### src/rtl/rs232_ser_mf_pkg.sv
// Shared RS-232 definitions: parity modes, FSM state encodings, width helper.
// Latency: n/a (types and constants only).
// Backpressure: n/a.
package rs232_ser_mf_pkg;

    localparam int PAR_NONE = 0;
    localparam int PAR_EVEN = 1;
    localparam int PAR_ODD  = 2;

    // Encodings are shared with the receiver, so S_PARITY exists even in builds without parity.
    typedef enum logic [2:0] {
        S_IDLE   = 3'd0,
        S_START  = 3'd1,
        S_DATA   = 3'd2,
        S_PARITY = 3'd3,
        S_STOP   = 3'd4
    } state_t;

    function automatic int clogb2(input int n);
        int r;
        r = 0;
        while ((1 << r) < n) r++;
        return r;
    endfunction

endpackage

### src/rtl/rs232_ser_mf_fifo.sv
// Single-clock FIFO, power-of-2 depth, head word visible combinationally on out_dat.
// Latency: a word written at edge N is readable from edge N.
// Backpressure: pushes while full and pops while empty are dropped.
module rs232_ser_mf_fifo
    import rs232_ser_mf_pkg::*;
#(
    parameter  int P_WIDTH = 8,
    parameter  int P_DEPTH = 4,
    localparam int AW      = clogb2(P_DEPTH)
) (
    input  logic               clk,
    input  logic               rst,
    input  logic               in_vld,
    input  logic [P_WIDTH-1:0] in_dat,
    input  logic               out_rdy,
    output logic [P_WIDTH-1:0] out_dat,
    output logic [AW:0]        level,
    output logic               full,
    output logic               empty
);

    logic [P_WIDTH-1:0] mem [P_DEPTH];
    logic [AW-1:0]      wr_ptr;
    logic [AW-1:0]      rd_ptr;
    logic               push;
    logic               pop;

    assign full    = (level == (AW+1)'(P_DEPTH));
    assign empty   = (level == '0);
    assign push    = in_vld && !full;
    assign pop     = out_rdy && !empty;
    assign out_dat = mem[rd_ptr];

    always_ff @(posedge clk) begin
        if (push) mem[wr_ptr] <= in_dat;
    end

    // Pointers wrap naturally because the depth is a power of two.
    always_ff @(posedge clk) begin
        if (rst) begin
            wr_ptr <= '0;
            rd_ptr <= '0;
            level  <= '0;
        end else begin
            if (push) wr_ptr <= wr_ptr + AW'(1);
            if (pop)  rd_ptr <= rd_ptr + AW'(1);
            case ({push, pop})
                2'b10:   level <= level + (AW+1)'(1);
                2'b01:   level <= level - (AW+1)'(1);
                default: level <= level;
            endcase
        end
    end

endmodule

### src/rtl/rs232_ser_mf.sv
// Multi-format RS-232 transmitter with input FIFO; parity logic only with RS232_SER_MF_PARITY_EN.
// Latency: word accepted at edge N -> popped at N+1, start bit on tx from N+2; each bit exactly DIV cycles.
// Backpressure: tx_req is not acked while the FIFO is full; at most one accept per two cycles.
module rs232_ser_mf
    import rs232_ser_mf_pkg::*;
#(
    parameter  int P_CLK_FREQ_HZ = 100000000,
    parameter  int P_BAUD_RATE   = 9600,
    parameter  int P_DATA_BITS   = 8,
    parameter  int P_PARITY      = 0,
    parameter  int P_STOP_BITS   = 1,
    parameter  int P_FIFO_DEPTH  = 4,
    localparam int LW            = clogb2(P_FIFO_DEPTH) + 1
) (
    input  logic          clk,
    input  logic          rst,
    output logic          tx,
    input  logic [7:0]    tx_data,
    input  logic          tx_req,
    output logic          tx_ack,
    output logic          tx_busy,
    output logic [LW-1:0] fifo_level
);

    localparam int         DIV   = P_CLK_FREQ_HZ / P_BAUD_RATE;
    localparam int         CW    = clogb2(DIV);
    localparam logic [7:0] DMASK = 8'((1 << P_DATA_BITS) - 1);

    if (DIV < 2) begin : g_bad_div
        $error("rs232_ser_mf: clock/baud ratio must be at least 2");
    end
    if (P_DATA_BITS < 5 || P_DATA_BITS > 8) begin : g_bad_dbits
        $error("rs232_ser_mf: data bits must be 5..8");
    end
    if (P_STOP_BITS < 1 || P_STOP_BITS > 2) begin : g_bad_sbits
        $error("rs232_ser_mf: stop bits must be 1 or 2");
    end
    if (P_PARITY != PAR_NONE && P_PARITY != PAR_EVEN && P_PARITY != PAR_ODD) begin : g_bad_par
        $error("rs232_ser_mf: unknown parity mode");
    end
    if ((P_FIFO_DEPTH < 2) || ((P_FIFO_DEPTH & (P_FIFO_DEPTH - 1)) != 0)) begin : g_bad_depth
        $error("rs232_ser_mf: FIFO depth must be a power of two >= 2");
    end

`ifdef RS232_SER_MF_PARITY_EN
    localparam bit PAR_ACT = (P_PARITY != PAR_NONE);
    localparam bit PAR_INV = (P_PARITY == PAR_ODD);
    logic          par_bit;
`endif

    state_t        state;
    logic [CW-1:0] cnt;
    logic [2:0]    bit_idx;
    logic [7:0]    shreg;
    logic [7:0]    head;
    logic          fifo_full;
    logic          fifo_empty;
    logic          accept;
    logic          bit_end;
    logic          last_stop;
    logic          pop;

    // The ack cycle blocks a second accept of the same still-asserted request.
    assign accept    = tx_req && !tx_ack && !fifo_full;
    assign bit_end   = (cnt == CW'(DIV - 1));
    assign last_stop = (state == S_STOP) && bit_end && (bit_idx == 3'(P_STOP_BITS - 1));
    assign pop       = !fifo_empty && ((state == S_IDLE) || last_stop);

    rs232_ser_mf_fifo #(
        .P_WIDTH (8),
        .P_DEPTH (P_FIFO_DEPTH)
    ) u_fifo (
        .clk     (clk),
        .rst     (rst),
        .in_vld  (accept),
        .in_dat  (tx_data),
        .out_rdy (pop),
        .out_dat (head),
        .level   (fifo_level),
        .full    (fifo_full),
        .empty   (fifo_empty)
    );

    // tx follows the current state one cycle late, so every bit keeps its full DIV cycles on the line.
    always_ff @(posedge clk) begin
        if (rst) begin
            state   <= S_IDLE;
            cnt     <= '0;
            bit_idx <= '0;
            shreg   <= '0;
            tx      <= 1'b1;
            tx_ack  <= 1'b0;
            tx_busy <= 1'b0;
`ifdef RS232_SER_MF_PARITY_EN
            par_bit <= 1'b0;
`endif
        end else begin
            tx_ack <= accept;

            if (state == S_IDLE || bit_end) cnt <= '0;
            else                            cnt <= cnt + CW'(1);

            if (pop) begin
                shreg   <= head & DMASK;
                state   <= S_START;
                bit_idx <= '0;
                tx_busy <= 1'b1;
`ifdef RS232_SER_MF_PARITY_EN
                par_bit <= (^(head & DMASK)) ^ PAR_INV;
`endif
            end

            case (state)
                S_IDLE: begin
                    tx <= 1'b1;
                end
                S_START: begin
                    tx <= 1'b0;
                    if (bit_end) begin
                        state   <= S_DATA;
                        bit_idx <= '0;
                    end
                end
                S_DATA: begin
                    tx <= shreg[0];
                    if (bit_end) begin
                        shreg <= shreg >> 1;
                        if (bit_idx == 3'(P_DATA_BITS - 1)) begin
                            bit_idx <= '0;
`ifdef RS232_SER_MF_PARITY_EN
                            state   <= PAR_ACT ? S_PARITY : S_STOP;
`else
                            state   <= S_STOP;
`endif
                        end else begin
                            bit_idx <= bit_idx + 3'd1;
                        end
                    end
                end
`ifdef RS232_SER_MF_PARITY_EN
                S_PARITY: begin
                    tx <= par_bit;
                    if (bit_end) state <= S_STOP;
                end
`endif
                S_STOP: begin
                    tx <= 1'b1;
                    if (bit_end) begin
                        if (last_stop) begin
                            if (fifo_empty) begin
                                state   <= S_IDLE;
                                tx_busy <= 1'b0;
                                bit_idx <= '0;
                            end
                        end else begin
                            bit_idx <= bit_idx + 3'd1;
                        end
                    end
                end
                default: begin
                    tx    <= 1'b1;
                    state <= S_IDLE;
                end
            endcase
        end
    end

endmodule
### config.mk
export PLATFORM = sky130hd
export DESIGN_NAME = rs232_ser_mf
export DESIGN_NICKNAME = d
export VERILOG_FILES = /design/src/rtl/rs232_ser_mf_pkg.sv /design/src/rtl/rs232_ser_mf_fifo.sv /design/src/rtl/rs232_ser_mf.sv
export SDC_FILE = /design/constraint.sdc
export NUM_CORES = 1
export LEC_CHECK = 0
export BUFFER_PORTS_ARGS = -buffer_cell sky130_fd_sc_hd__buf_4
export CELL_PAD_IN_SITES_DETAIL_PLACEMENT = 0
export CELL_PAD_IN_SITES_GLOBAL_PLACEMENT = 2
export CORE_UTILIZATION = 35
export DETAILED_ROUTE_END_ITERATION = 10
export PLACE_DENSITY = 0.7
export SLEW_MARGIN = 5
export SYNTH_ARGS = -nofsm -noshare
export SYNTH_HDL_FRONTEND = slang
export SYNTH_SLANG_ARGS = --single-unit
### constraint.sdc
create_clock -name clk -period 5.66 [get_ports clk]
set_input_delay 1.132 -clock clk [delete_from_list [all_inputs] [get_ports clk]]
set_output_delay 1.132 -clock clk [all_outputs]
set_load 0.03 [all_outputs]
# After elaboration in Yosys (flattened, before gate mapping)
# Memories as Yosys holds them, arrays and structs flattened. A register that Yosys moved wholly into a read port is not among the register bits.
# Cells that the tools add are included.
dict set report word_totals {
  elab_cells 72
  n_memories 1
  ff_bits 38
  ram_bits 32
  output_inout_bits 6
  input_bits 11
}
dict set report classes {
  n_eq_ne 8
  reduce_logical 17
  muxes 30
  add_sub_neg 6
}
# memory depth width read_ports rd_clocked_by_memory_dff wr line_no
set memory_table {}
lappend memory_table {u_fifo.mem 4 8 1 1 1 rs232_ser_mf_fifo.sv:22} ;# logic [P_WIDTH-1:0] mem [P_DEPTH];
# cell count
set op_table {}
lappend op_table {{two-way mux 3 bit} 14}
lappend op_table {{two-way mux 8 bit} 3}
lappend op_table {{adder 14 x 1 -> 14 bit (second input constant)} 1}
lappend op_table {{== test 14 bit (second input constant)} 1}
lappend op_table {{one-hot mux 3 bit (4 select lines)} 1}
lappend op_table {{== test 3 bit (second input constant)} 3}
lappend op_table {{logical NOT 3 bit} 3}
lappend op_table {{one-hot mux 3 bit (3 select lines)} 1}
lappend op_table {{logical AND 1 bit} 7}
lappend op_table {{two-way mux 1 bit} 7}
lappend op_table {{adder 3 x 1 -> 3 bit (second input constant)} 2}
lappend op_table {{one-hot mux 3 bit (2 select lines)} 1}
lappend op_table {{adder 2 x 1 -> 2 bit (second input constant)} 2}
lappend op_table {{two-way mux 2 bit} 2}
lappend op_table {{== test 3 x 1 -> 1 bit (second input constant)} 1}
lappend op_table {{== test 3 x 2 -> 1 bit (second input constant)} 1}
lappend op_table {{logical NOT 1 bit} 3}
lappend op_table {{subtractor 3 x 1 -> 3 bit (second input constant)} 1}
lappend op_table {{== test 2 x 1 -> 1 bit (second input constant)} 1}
lappend op_table {{== test 2 bit (second input constant)} 1}
lappend op_table {{logical OR 1 bit} 2}
lappend op_table {{one-hot mux 1 bit (2 select lines)} 1}
lappend op_table {{nonzero test 2 bit} 1}
lappend op_table {{OR reduction 2 bit} 1}

# Longest topological paths before layout
dict set report depth {
  depth_word 10
  depth_mapped 13
  depth_no_buf 12
}

# Cells and area by module
# From an unflattened synthesis, not the netlist that was laid out.
dict set report hier_totals {
  hier_cells 276
  hier_area_um2 3205.6
}
# mod n_inst seq_area_each_um2 cells_each area_each_um2
set by_module_without_submodules {}
lappend by_module_without_submodules {rs232_ser_mf_fifo 1 1141.1 96 1630.3}
lappend by_module_without_submodules {rs232_ser_mf 1 620.6 180 1575.3}

# Worst setup path after synthesis
# Ideal clock, no wire load.
dict set report synth_timing {
  path_kind {flip-flop to flip-flop}
  from {reg bit_idx[0]}
  to {reg u_fifo.level[2]}
  arrival_ps 2570
  n_path_buf 1
  required_ps 5590
  setup_time_ps 70
  path_slack_ps 3020
  path_stages_with_launch 14
  period_less_slack_ps 2640
  cell_sequence {dfxtp_1 > inv_1 > ha_1 > nor4bb_1 > nand4_2 > a21o_4 > clkinv_4 > buf_12 > ha_1 > inv_1 > fa_1 > xor2_1 > or3_1 > a21oi_1}
}
dict set report synth_via {
  elab_chain_len 7
  word_cells_on_any_way 9
  cone_classes {eq/ne: 2; mux: 1; reduce/logical: 6}
}
# element line_no
set synth_rtl {}
lappend synth_rtl {{start: declaration} rs232_ser_mf.sv:53} ;# logic [2:0] bit_idx;
lappend synth_rtl {{start signal: assignment} rs232_ser_mf.sv:136} ;# bit_idx <= bit_idx + 3'd1;
lappend synth_rtl {{start signal: assignment} rs232_ser_mf.sv:156} ;# bit_idx <= bit_idx + 3'd1;
lappend synth_rtl {{logical NOT 3 bit (*)} rs232_ser_mf.sv:66} ;# assign last_stop = (state == S_STOP) && bit_end && (bit_idx == 3'(P_STOP_BITS - 1));
lappend synth_rtl {{logical AND 1 bit (*)} rs232_ser_mf.sv:66}
lappend synth_rtl {{logical OR 1 bit (*)} rs232_ser_mf.sv:67} ;# assign pop = !fifo_empty && ((state == S_IDLE) || last_stop);
lappend synth_rtl {{logical AND 1 bit (*)} rs232_ser_mf.sv:67}
lappend synth_rtl {{logical AND 1 bit (*)} rs232_ser_mf_fifo.sv:31} ;# assign pop = out_rdy && !empty;
lappend synth_rtl {{named net u_fifo.pop} rs232_ser_mf_fifo.sv:26} ;# logic pop;
lappend synth_rtl {{== test 2 x 1 -> 1 bit or == test 2 bit (tied branches)} rs232_ser_mf_fifo.sv:47} ;# case ({push, pop})
lappend synth_rtl {{one-hot mux 3 bit (2 select lines) or nonzero test 2 bit (tied branches)} --}
lappend synth_rtl {{end signal: assignment} rs232_ser_mf_fifo.sv:48} ;# 2'b10: level <= level + (AW+1)'(1);
lappend synth_rtl {{end signal: assignment} rs232_ser_mf_fifo.sv:49} ;# 2'b01: level <= level - (AW+1)'(1);
lappend synth_rtl {{end signal: assignment} rs232_ser_mf_fifo.sv:50} ;# default: level <= level;
lappend synth_rtl {{end: declaration} rs232_ser_mf_fifo.sv:17} ;# output logic [AW:0] level,
# Mark *: on every way through the listed nets, which the timed path passes. The rest lies on a longest branch.
# A chain may end at the register's enable or synchronous reset.

# Final worst setup path
dict set report layout_timing {
  from {reg bit_idx[0]}
  to {reg u_fifo.level[2]}
}
dict set report layout_via {
  elab_chain_len 7
  word_cells_on_any_way 9
  cone_classes {eq/ne: 2; mux: 1; reduce/logical: 6}
}
# element line_no
set layout_rtl {}
lappend layout_rtl {{logical NOT 3 bit (*)} rs232_ser_mf.sv:66}
lappend layout_rtl {{logical AND 1 bit (*)} rs232_ser_mf.sv:66}
lappend layout_rtl {{logical OR 1 bit (*)} rs232_ser_mf.sv:67}
lappend layout_rtl {{logical AND 1 bit (*)} rs232_ser_mf.sv:67}
lappend layout_rtl {{logical AND 1 bit (*)} rs232_ser_mf_fifo.sv:31}
lappend layout_rtl {{== test 2 x 1 -> 1 bit or == test 2 bit (tied branches)} rs232_ser_mf_fifo.sv:47}
lappend layout_rtl {{one-hot mux 3 bit (2 select lines) or nonzero test 2 bit (tied branches)} --}
# Every way passes the cells marked *; elsewhere a longest branch is shown, timed or not.

==> impl_results.md <==
* Status: completed
* Placer Congestion at 0.712
* Total number of yosys warnings at 0
* Vias in the first global route at between 1,500 and 2,000
* Slowest cell on the critical path: fa_1
* FMAX at between 300 and 400 MHz
* Min Tclk post-route at between 2 and 3 ns
* Drt via density at 4.94
* Internal reg-to-reg setup slack at approximately 2.8 ns
* Initial DRC count at 84
* Layout Nets at 309
* Routed WL at approximately 5700 um
* Largest family of logic cells by synthesized area: simple AND/OR/NAND/NOR gates
* Crit-path max FO at 14
* Num CTS Buffers at 9
* TritonCTS clock tree: yes
* Post-synthesis mux area share at 6.22%
* FFs w/ async S/R, synth at 0%
* Postcts setup bufs at 0
* Synth Area in XOR/XNOR at between 3 and 4%
* Main synth FF type: dfxtp_1
* Post-synthesis adder-cell area fraction at 4.12%
* Die width at 97.9 um
* FF+latch count, synth at 72
* Die Y at 97.9 um
* Initial Util at 36.6%
* Worst IR drop on VDD at around 0.00021 V
* Synth Area in Simple Gates at between 10% and 20%
* Max Cap Viol at 0
* Arr. time, crit path at 3.18 ns
* CTS Buffer Depth at 2
* Leak at 1.23 nW
* Placed Cells at 385
* Core Region at 0.00881 mm2
* Cell chain of the critical path: inv_1 -> ha_1 -> nor4bb_1 -> nand4_2 -> a21o_4 -> clkinv_4 -> ha_1 -> inv_1 -> fa_1 -> xor2_1 -> or3_1 -> a21oi_1
* Pwr dens at 417 mW/mm2
* Measured slew at the worst slew-check pin at 1.04 ns
* Worst-Skew Late Latency at 0.35 ns
* Post_cts resized at 0
* Overall routing resource usage at 12.9%
* # diodes at 0
* Row count at 34
* Die area at 0.00959 mm2
* Tcrit/Tclk final at 51.2%
* Grt total ovfl at 0
* CP max stage delay at 0.37 ns
* Slew Viols, Final at 0
* PortBufs at 16
* Net count after synthesis at 296
* Worst slew margin at 30.6%
* Post-synthesis cell area at 0.00322 mm2
* Pre-Repair DR Iteration Count at 4
* Layout area overhead at 11.3%
* WL/cell at 14.3 um
* Startpoint types: register
* Hold Fails Final Rpt at 0
* Routed Antenna Nets at 0
* Largest net degree at the start of global routing at 26
* Initial antenna violation count at 0
* Hold crit path type: register to register
* Htree depth at 3
* Synth Area per Inst at 11.7 um2
* Data required, critical path at a little under 6 ns
* Post-synth EDFFs at 32
* # setup viols final at 0
* Post-synth cell types at 48
* Hold buffers post-CTS at 0
* I/O pin count at 17
* Clock Tree Root: clkbuf_8
* RSZ-0062 raised after global routing: false
* Post-synthesis compound-gate area fraction at 8.47%
* Fraction of layout cells with a size suffix above 1 at 21.2%
* DP Wirelength at approximately 3800 um
* CP Class: register to register
* Vias at 1,979
* CTS clk-pin slew, worst paths at 0.08 ns
* Sink Count at 72
* Global-route wire length before repair at 9380 um
* Cell count after synthesis at ~280
* Setup TNS Final at 0 ns
* CP Capture Type: register
* DR DRC count at 0
* Sequential fraction of the synthesis area at 54.7%
* Setup Skew at roughly 0.0063 ns
* Final cell count without fillers at 401
-- critical path: cells and delay by family (launching register included) --
| kind | cells | cell delay [ns] |
|---|---|---|
| adder cells (fa/ha/maj) | 3 | 0.73 |
| buffers and inverters | 3 | 0.28 |
| AND/OR/NAND/NOR | 3 | 0.86 |
| XOR/XNOR | 1 | 0.16 |
| flip-flops | 1 | 0.33 |
| AO/OA/AOI/OAI | 2 | 0.46 |
-- state kept, by name, indices dropped and copies added, names as in the netlist, named ones only --
signal,count
shreg,8
tx_busy,1
cnt,14
tx_ack,1
u_fifo.wr_ptr,2
tx,1
state,3
bit_idx,3
u_fifo.mem,32
u_fifo.rd_ptr,2
u_fifo.level,3
-- final cells by class --
class | count | area, um2
Sequential cell | 72 | 1760
Timing Repair Buffer | 16 | 120
Clock buffer | 9 | 124
Clock inverter | 7 | 78.8
Tap cell | 108 | 135
Fill cell | 852 | 5220
Inverter | 13 | 53.8
Multi-Input combinational cell | 176 | 1310
-- stage by stage --
stage                     power (W)  utilization [%]  hold slack (ns)  instance area, um2  setup slack (ns)
after global placement      0.00109             38.4            0.453                3380              2.82
after global routing        0.00159             40.7            0.499                3590              2.54
after floorplan             0.00102                -            0.439                3220              3.02
final                       0.00150             40.7            0.475                3590              2.76
after detailed placement    0.00109             38.4            0.457                3380              2.77
after CTS                   0.00152             40.7            0.479                3590              2.75
-- placed cells by master (no fill, tap or decap), drive strengths merged, types with 2 or more instances in the layout --
master	instances
mux4	8
or3	5
and4	2
xnor2	3
edfxtp	32
xor2	10
nand2	27
inv	15
o21bai	2
dfxtp	40
a211oi	2
a21oi	17
a311oi	8
ha	9
nor2b	2
nor3	6
mux2i	2
nand4	3
nand3	6
buf	16
o21ai	8
clkinv	3
nand2b	5
nor2	33
clkbuf	9
and2	6
-- routing by layer --
metal	global-route usage (%)	share of wire, %	vias to the layer above
met5	0	0	-
met4	7.69	2.6	0
met3	3.44	3.5	10
met2	17.0	40	31
met1	18.6	54	934
li1	-	-	1004
-- power by group --
group / internal [W] / total (W) / leakage, nW / switching (W)
registers: 0.000621 / 0.000688 / 0.618 / 0.0000664
logic: 0.000164 / 0.000389 / 0.513 / 0.000226
clock network: 0.000209 / 0.000420 / 0.0998 / 0.000211
-- cell families after synthesis --
group                    Yosys count
XOR/XNOR                          13
buffers and inverters             27
AO/OA/AOI/OAI                     41
flip-flops                        72
AND/OR/NAND/NOR                  102
multiplexers                      10
adder cells (fa/ha/maj)           10
-- synthesized netlist by cell type (2+ instances only) --
| cell | number | area [um2] |
|---|---|---|
| nor3_1 | 6 | 30.0 |
| a21oi_1 | 17 | 85.1 |
| clkbuf_1 | 6 | 22.5 |
| mux4_2 | 8 | 180 |
| o21bai_1 | 2 | 15.0 |
| and4_1 | 2 | 17.5 |
| o21ai_0 | 6 | 30.0 |
| buf_2 | 4 | 20.0 |
| or3_1 | 5 | 31.3 |
| xor2_1 | 10 | 87.6 |
| mux2i_1 | 2 | 20.0 |
| nor2_1 | 23 | 86.3 |
| xnor2_1 | 3 | 26.3 |
| nand2_1 | 21 | 78.8 |
| nand2b_1 | 5 | 31.3 |
| nor2_4 | 8 | 90.1 |
| nand2_2 | 6 | 37.5 |
| inv_1 | 12 | 45.0 |
| a311oi_1 | 7 | 61.3 |
| nor2_2 | 2 | 12.5 |
| dfxtp_1 | 40 | 801 |
| nor2b_1 | 2 | 12.5 |
| and2_1 | 6 | 37.5 |
| nand3_1 | 6 | 30.0 |
| edfxtp_1 | 32 | 961 |
| ha_1 | 9 | 113 |
| nand4_1 | 2 | 12.5 |
| a211oi_1 | 2 | 15.0 |
| o21ai_1 | 2 | 10.0 |
-- worst paths after layout --
kind,startpoint,end,cells past startpoint
max,bit_idx[0],u_fifo.level[2],12
min reg2reg,cnt[0],cnt[0],1
max reg2reg,bit_idx[0],u_fifo.level[2],12
min,cnt[0],cnt[0],1
Note: power is estimated with default switching activity, not from simulation.
